**config.mk**
```make
export PLATFORM = sky130hd
export DESIGN_NAME = serial_deserializer
export DESIGN_NICKNAME = d
export VERILOG_FILES = /design/src/rtl/serial_deserializer.sv
export SDC_FILE = /design/constraint.sdc
export NUM_CORES = 1
export LEC_CHECK = 0
export ABC_AREA = 1
export BUFFER_PORTS_ARGS = -buffer_cell sky130_fd_sc_hd__buf_4
export CELL_PAD_IN_SITES_DETAIL_PLACEMENT = 2
export CELL_PAD_IN_SITES_GLOBAL_PLACEMENT = 2
export CORE_MARGIN = 4
export CORE_UTILIZATION = 31
export DETAILED_ROUTE_END_ITERATION = 16
export PLACE_DENSITY_LB_ADDON = 0.05
export SLEW_MARGIN = 5
export SYNTH_ARGS = -nofsm -noshare
export SYNTH_HDL_FRONTEND = slang
export SYNTH_SLANG_ARGS = --single-unit
export TNS_END_PERCENT = 30
```
**constraint.sdc**
```tcl
create_clock -name clk -period 1.45 [get_ports clk]
set_input_delay 0.145 -clock clk [delete_from_list [all_inputs] [get_ports clk]]
set_output_delay 0.145 -clock clk [all_outputs]
set_load 0.02 [all_outputs]
```
**src/rtl/serial_deserializer.sv**
```systemverilog
// Serial-to-parallel receiver: assembles framed bit streams into WIDTH-bit
// words and presents them through a one-word valid/ready holding register.
module serial_deserializer #(
    parameter int WIDTH     = 8,
    parameter bit LSB_FIRST = 1'b1
) (
    input  logic                       clk,
    input  logic                       rst,
    input  logic                       clr,
    input  logic                       bit_in,
    input  logic                       bit_valid,
    input  logic                       frame_start,
    output logic [WIDTH-1:0]           data_out,
    output logic                       data_valid,
    input  logic                       data_ready,
    output logic                       busy,
    output logic [$clog2(WIDTH+1)-1:0] bit_cnt,
    output logic                       frame_err,
    output logic                       overrun
);

    localparam int CNT_W = $clog2(WIDTH + 1);

    typedef enum logic {
        IDLE,
        SHIFT
    } state_t;

    state_t           state;
    logic [WIDTH-1:0] sr;
    logic [WIDTH-1:0] sr_nxt;
    logic             in_shift;
    logic             capture;
    logic             restart;
    logic             complete;
    logic             consume;

    always_comb begin
        if (LSB_FIRST) sr_nxt = {bit_in, sr[WIDTH-1:1]};
        else           sr_nxt = {sr[WIDTH-2:0], bit_in};
    end

    assign in_shift = (state == SHIFT);
    assign capture  = bit_valid & (frame_start | in_shift);
    assign restart  = bit_valid & frame_start & in_shift;
    assign complete = bit_valid & ~frame_start & in_shift &
                      (bit_cnt == CNT_W'(WIDTH - 1));
    assign consume  = data_valid & data_ready;
    assign busy     = in_shift;

    always_ff @(posedge clk or posedge rst) begin
        if (rst) begin
            state      <= IDLE;
            sr         <= '0;
            bit_cnt    <= '0;
            data_out   <= '0;
            data_valid <= 1'b0;
            frame_err  <= 1'b0;
            overrun    <= 1'b0;
        end else if (clr) begin
            state      <= IDLE;
            sr         <= '0;
            bit_cnt    <= '0;
            data_out   <= '0;
            data_valid <= 1'b0;
            frame_err  <= 1'b0;
            overrun    <= 1'b0;
        end else begin
            frame_err <= restart;
            if (bit_valid) sr <= sr_nxt;

            if (complete) begin
                state   <= IDLE;
                bit_cnt <= '0;
            end else if (capture & frame_start) begin
                state   <= SHIFT;
                bit_cnt <= CNT_W'(1);
            end else if (capture) begin
                bit_cnt <= bit_cnt + CNT_W'(1);
            end

            // A consume on the same edge frees the slot for the new word
            if (complete & (~data_valid | data_ready)) begin
                data_out   <= sr_nxt;
                data_valid <= 1'b1;
            end else begin
                if (complete) overrun <= 1'b1;
                if (consume) data_valid <= 1'b0;
            end
        end
    end

endmodule

```
# --- Word-level counts from Yosys, hierarchy flattened ---
# Cells that the tools add are included.
totals:
  ff_bits: 24
  in_bits: 7
  output_inout_bits: 16
  elab_cells: 48
op_classes:
  add_sub_neg: 1
  n_eq_ne: 2
  n_mux: 18
  n_bitwise: 13
  reduce_logical: 7
ops:
  columns: ["operator", "n"]
  rows:
  - ["$mux W8", 4]
  - ["$mux W4", 4]
  - ["$mux W1", 10]
  - ["$and A1 B1 Y1", 9]
  - ["$reduce_bool A2 Y1", 3]
  - ["$reduce_bool A3 Y1", 2]
  - ["$add A4 B1 Y4 const B", 1]
  - ["$eq A4 B3 Y1 const B", 1]
  - ["$reduce_bool A4 Y1", 1]
  - ["$ne A2 B2 Y1 const B", 1]
  - ["$not A1 Y1", 2]
  - ["$or A1 B1 Y1", 2]
  - ["$reduce_and A2 Y1", 1]

# --- Longest topological paths before layout ---
depth:
  word_depth: 7
  depth_mapped: 7
  mapped_depth_nobuf: 6

# --- Least setup slack after synthesis ---
# No wires, ideal clock.
synth_path:
  path_kind: "register to register"
  from: "register bit_cnt[0]"
  to: "register data_out[0]"
  setup_ns: 0.118
  arrival_ns: 1.222
  required_ns: 1.332
  setup_slack_ns: 0.111
  path_stages_with_launch: 7
  path_buffers: 0
  synth_period_minus_slack_ns: 1.339
  cell_sequence: "dfrtp_1 -> ha_1 -> nand3_2 -> nor2_8 -> nand2_4 -> nand3_1 -> nand2_1"
synth_via:
  elab_chain_cells: 4
synth_lines:
  columns: ["element", "line", "source"]
  rows:
  - ["from (decl)", "17", "output logic [$clog2(WIDTH+1)-1:0] bit_cnt,"]
  - ["from (signal assigned)", "79", "bit_cnt <= bit_cnt + CNT_W'(1);"]
  - ["$eq A4 B3 Y1", "47", "(bit_cnt == CNT_W'(WIDTH - 1));"]
  - ["$and A1 B1 Y1", "46", "assign complete = bit_valid & ~frame_start & in_shift &"]
  - ["$and A1 B1 Y1", "83", "if (complete & (~data_valid | data_ready)) begin"]
  - ["$reduce_bool A2 Y1 (no line)", null, null]
  - ["to (signal assigned)", "84", "data_out <= sr_nxt;"]
  - ["to (decl)", "13", "output logic [WIDTH-1:0] data_out,"]
# Every way passes these cells.
# A chain may end at the register's enable or synchronous reset.

# --- Final worst setup path ---
layout_path:
  from: "register bit_cnt[0]"
  to: "register data_out[7]"
# The elaborated chain is that of the path after synthesis.

==> impl_metrics.ini <==
[cells_and_area]
stdcell_count = 193
multi_input_area_um2 = 443
design_area_um2 = 1350
fillerInstances = 414
nNetsFinal = 156
antennaDiodeCount = 0
layout-drive-gt1-share = 0.293
regArea_um2 = 576
final_cell_mix = nand2_1 (30), buf_4 (25), dfrtp_1 (23)
final_common_cell = nand2_1
area_delta_synth_final_pct = 23.8

[synthesis]
synth_edf_count = 0
yosysTopAreaCell = dfrtp_1
synth_top_area_frac = 0.529
yosysUniqueCellTypes = 20
synth-seq-area-share = 0.529
synth_fp_nets = 128
synth_cells = 120
ys.flop_type = dfrtp_1
ys_async_sr_fraction = 1.00
synth-seq-cells = 23
syn_area_um2 = 1090
synth.area.top_cells = dfrtp_1 (53%), nand2_1 (10%), nand3_1 (8.3%)
yosysWarnings = 0
avgSynthCellArea_um2 = 9.06

[place]
post-place-ws_ns = 0.0871
postPlaceCellArea_um2 = 1290
place.gp.congestion = 0.763
io_buffers = 22
dp.cells = 186
hpwlAfterDp_um = 2190

[setup_path]
slowest_stage = dfrtp_1
cp_top_family = simple AND/OR/NAND/NOR gates
critPathLaunchType = flip-flop
required_ns = 1.66
worst-path-buf-inv = 0
cp_cell_sequence = ha_2 > nand3_2 > nor2_8 > nand2_4 > nand3_1 > nand2_1
crit_type = reg2reg
cpPeakStageDelay_ns = 0.43
arrival_ns = 1.54
crit_fanout = 10
endpoint_kind = flip-flop

[cts]
cts.htree.levels = 1
cts_tree = done
insertion_delay_ns = 0.31
clk_pin_slew_ns = 0.13
clockRootBuffer = clkbuf_4
clock_path_buffers = 2
clock_sinks = 23
cts_buffers = 3

[timing]
hold_violations = 0
timing.fmax_ghz = 0.751
tightest_slew_ns = 0.418
setup_ws_ns = 0.118
maxSlewViolCount = 0
slew_headroom = 0.721
layout_min_cycle_time_ns = 1.33
setup_viol = 0
skew_ns = 0.00498
finalCritPeriodShare = 0.918

[die]
coreArea_um2 = 3360
floorplan.die.height_um = 67.2
die_x_um = 67.2
io_pins = 23
rows = 21
start_util = 0.323
dieArea_um2 = 4520

[global_routing]
met3_usage = 0.0266
track_usage = 0.147
top_usage_layer = met2
use_met1 = 0.201
grt_max_degree = 26
grtUsageMet2 = 0.238
grt_pass1_wl_um = 5000
grt_pass1_vias = 1032
grt_overflow = 0
antenna_found_initial = 0

[power]
power_leakage_nw = 0.735
power_mw = 1.07
powerDensity_nw_per_um2 = 792
peakVddDrop_v = 0.000291

[routing]
vias_per_cell = 4.85
drt_pass1_iterations = 3
vias = 936
drtAntennaViolNets = 0
detail_route.wl_per_cell_um = 15.3
drtIter0Drc = 38
routed_wl_um = 2960
route.detailed.drc = 0

[min_path]
hp-class = in2reg

[outcome]
status = finished, final reports clean

[flow_run]
cap_viol_max_count = 0
==> where the power goes <==
group	switching (mW)	internal (mW)	leakage [nW]
combinational	0.0710	0.0362	0.399
clock	0.198	0.103	0.0177
sequential	0.00839	0.650	0.319
total	0.278	0.789	0.735
==> Yosys cell counts, types with 2 or more instances <==
library cell,instances
nand2_4,3
nand2_1,30
o21ai_0,3
nand3_1,18
nand4_1,8
nor2_1,7
buf_4,2
nand3_2,2
inv_1,8
inv_2,4
dfrtp_1,23
a21oi_1,4
==> through the flow <==
| step | hold slack (ns) | utilization | TNS (ns) |
|---|---|---|---|
| floorplan | 0.147 | - | 0 |
| global placement | 0.215 | 0.384 | 0 |
| detailed placement | 0.226 | 0.384 | 0 |
| CTS | 0.0162 | 0.395 | 0 |
| global route | 0.00759 | 0.400 | -0.00940 |
| finish | 0.0233 | 0.400 | 0 |
==> registers in the layout (all words and copies together) (netlist names) <==
register    count
data_out        8
overrun         1
sr              7
busy            1
bit_cnt         4
frame_err       1
data_valid      1
==> cells by family (layout without fill, tap and decap cells) <==
kind of cell / count (synthesis) / count (layout) / share of synthesized area
adder cells (fa/ha/maj): 1 / 1 / 0.0115
flip-flops: 23 / 23 / 0.529
AND/OR/NAND/NOR: 72 / 72 / 0.345
AO/OA/AOI/OAI: 8 / 8 / 0.0403
buffers and inverters: 15 / 42 / 0.0656
XOR/XNOR: 1 / 1 / 0.00806
==> metal layers <==
layer / part of all wire / vias up
li1: - / 448
met1: 0.47 / 469
met2: 0.47 / 17
met3: 0.047 / 2
met4: 0.0047 / 0
met5: 0 / -
==> final cells by class <==
class                   instances  area share
repair buffers                 26       0.147
clock buffers                   3      0.0167
multi-input cells              82       0.329
flip-flops and latches         23       0.428
well taps                      46      0.0428
clock inverters                 1     0.00372
inverters                      12      0.0335
==> final timing paths <==
path / startpoint / end / slack [ns] / cells after the start
max: bit_cnt[0] / data_out[7] / 0.12 / 6
min: clr / overrun / 0.02 / 2
max reg2reg: bit_cnt[0] / data_out[7] / 0.12 / 6
min reg2reg: sr[7] / sr[7] / 0.50 / 2
max in group asynchronous: rst / data_out[6] / 0.79 / 4
min in group asynchronous: rst / bit_cnt[2] / 0.42 / 4
==> timing repair <==
action | in CTS | in global routing
hold buffers | 1 | 0
endpoints found under the hold margin | 23 | 0
resized for setup | 0 | 1
setup endpoints to repair | 0 | 8
buffers inserted | 0 | 2
(Power assumes the default switching activity.)
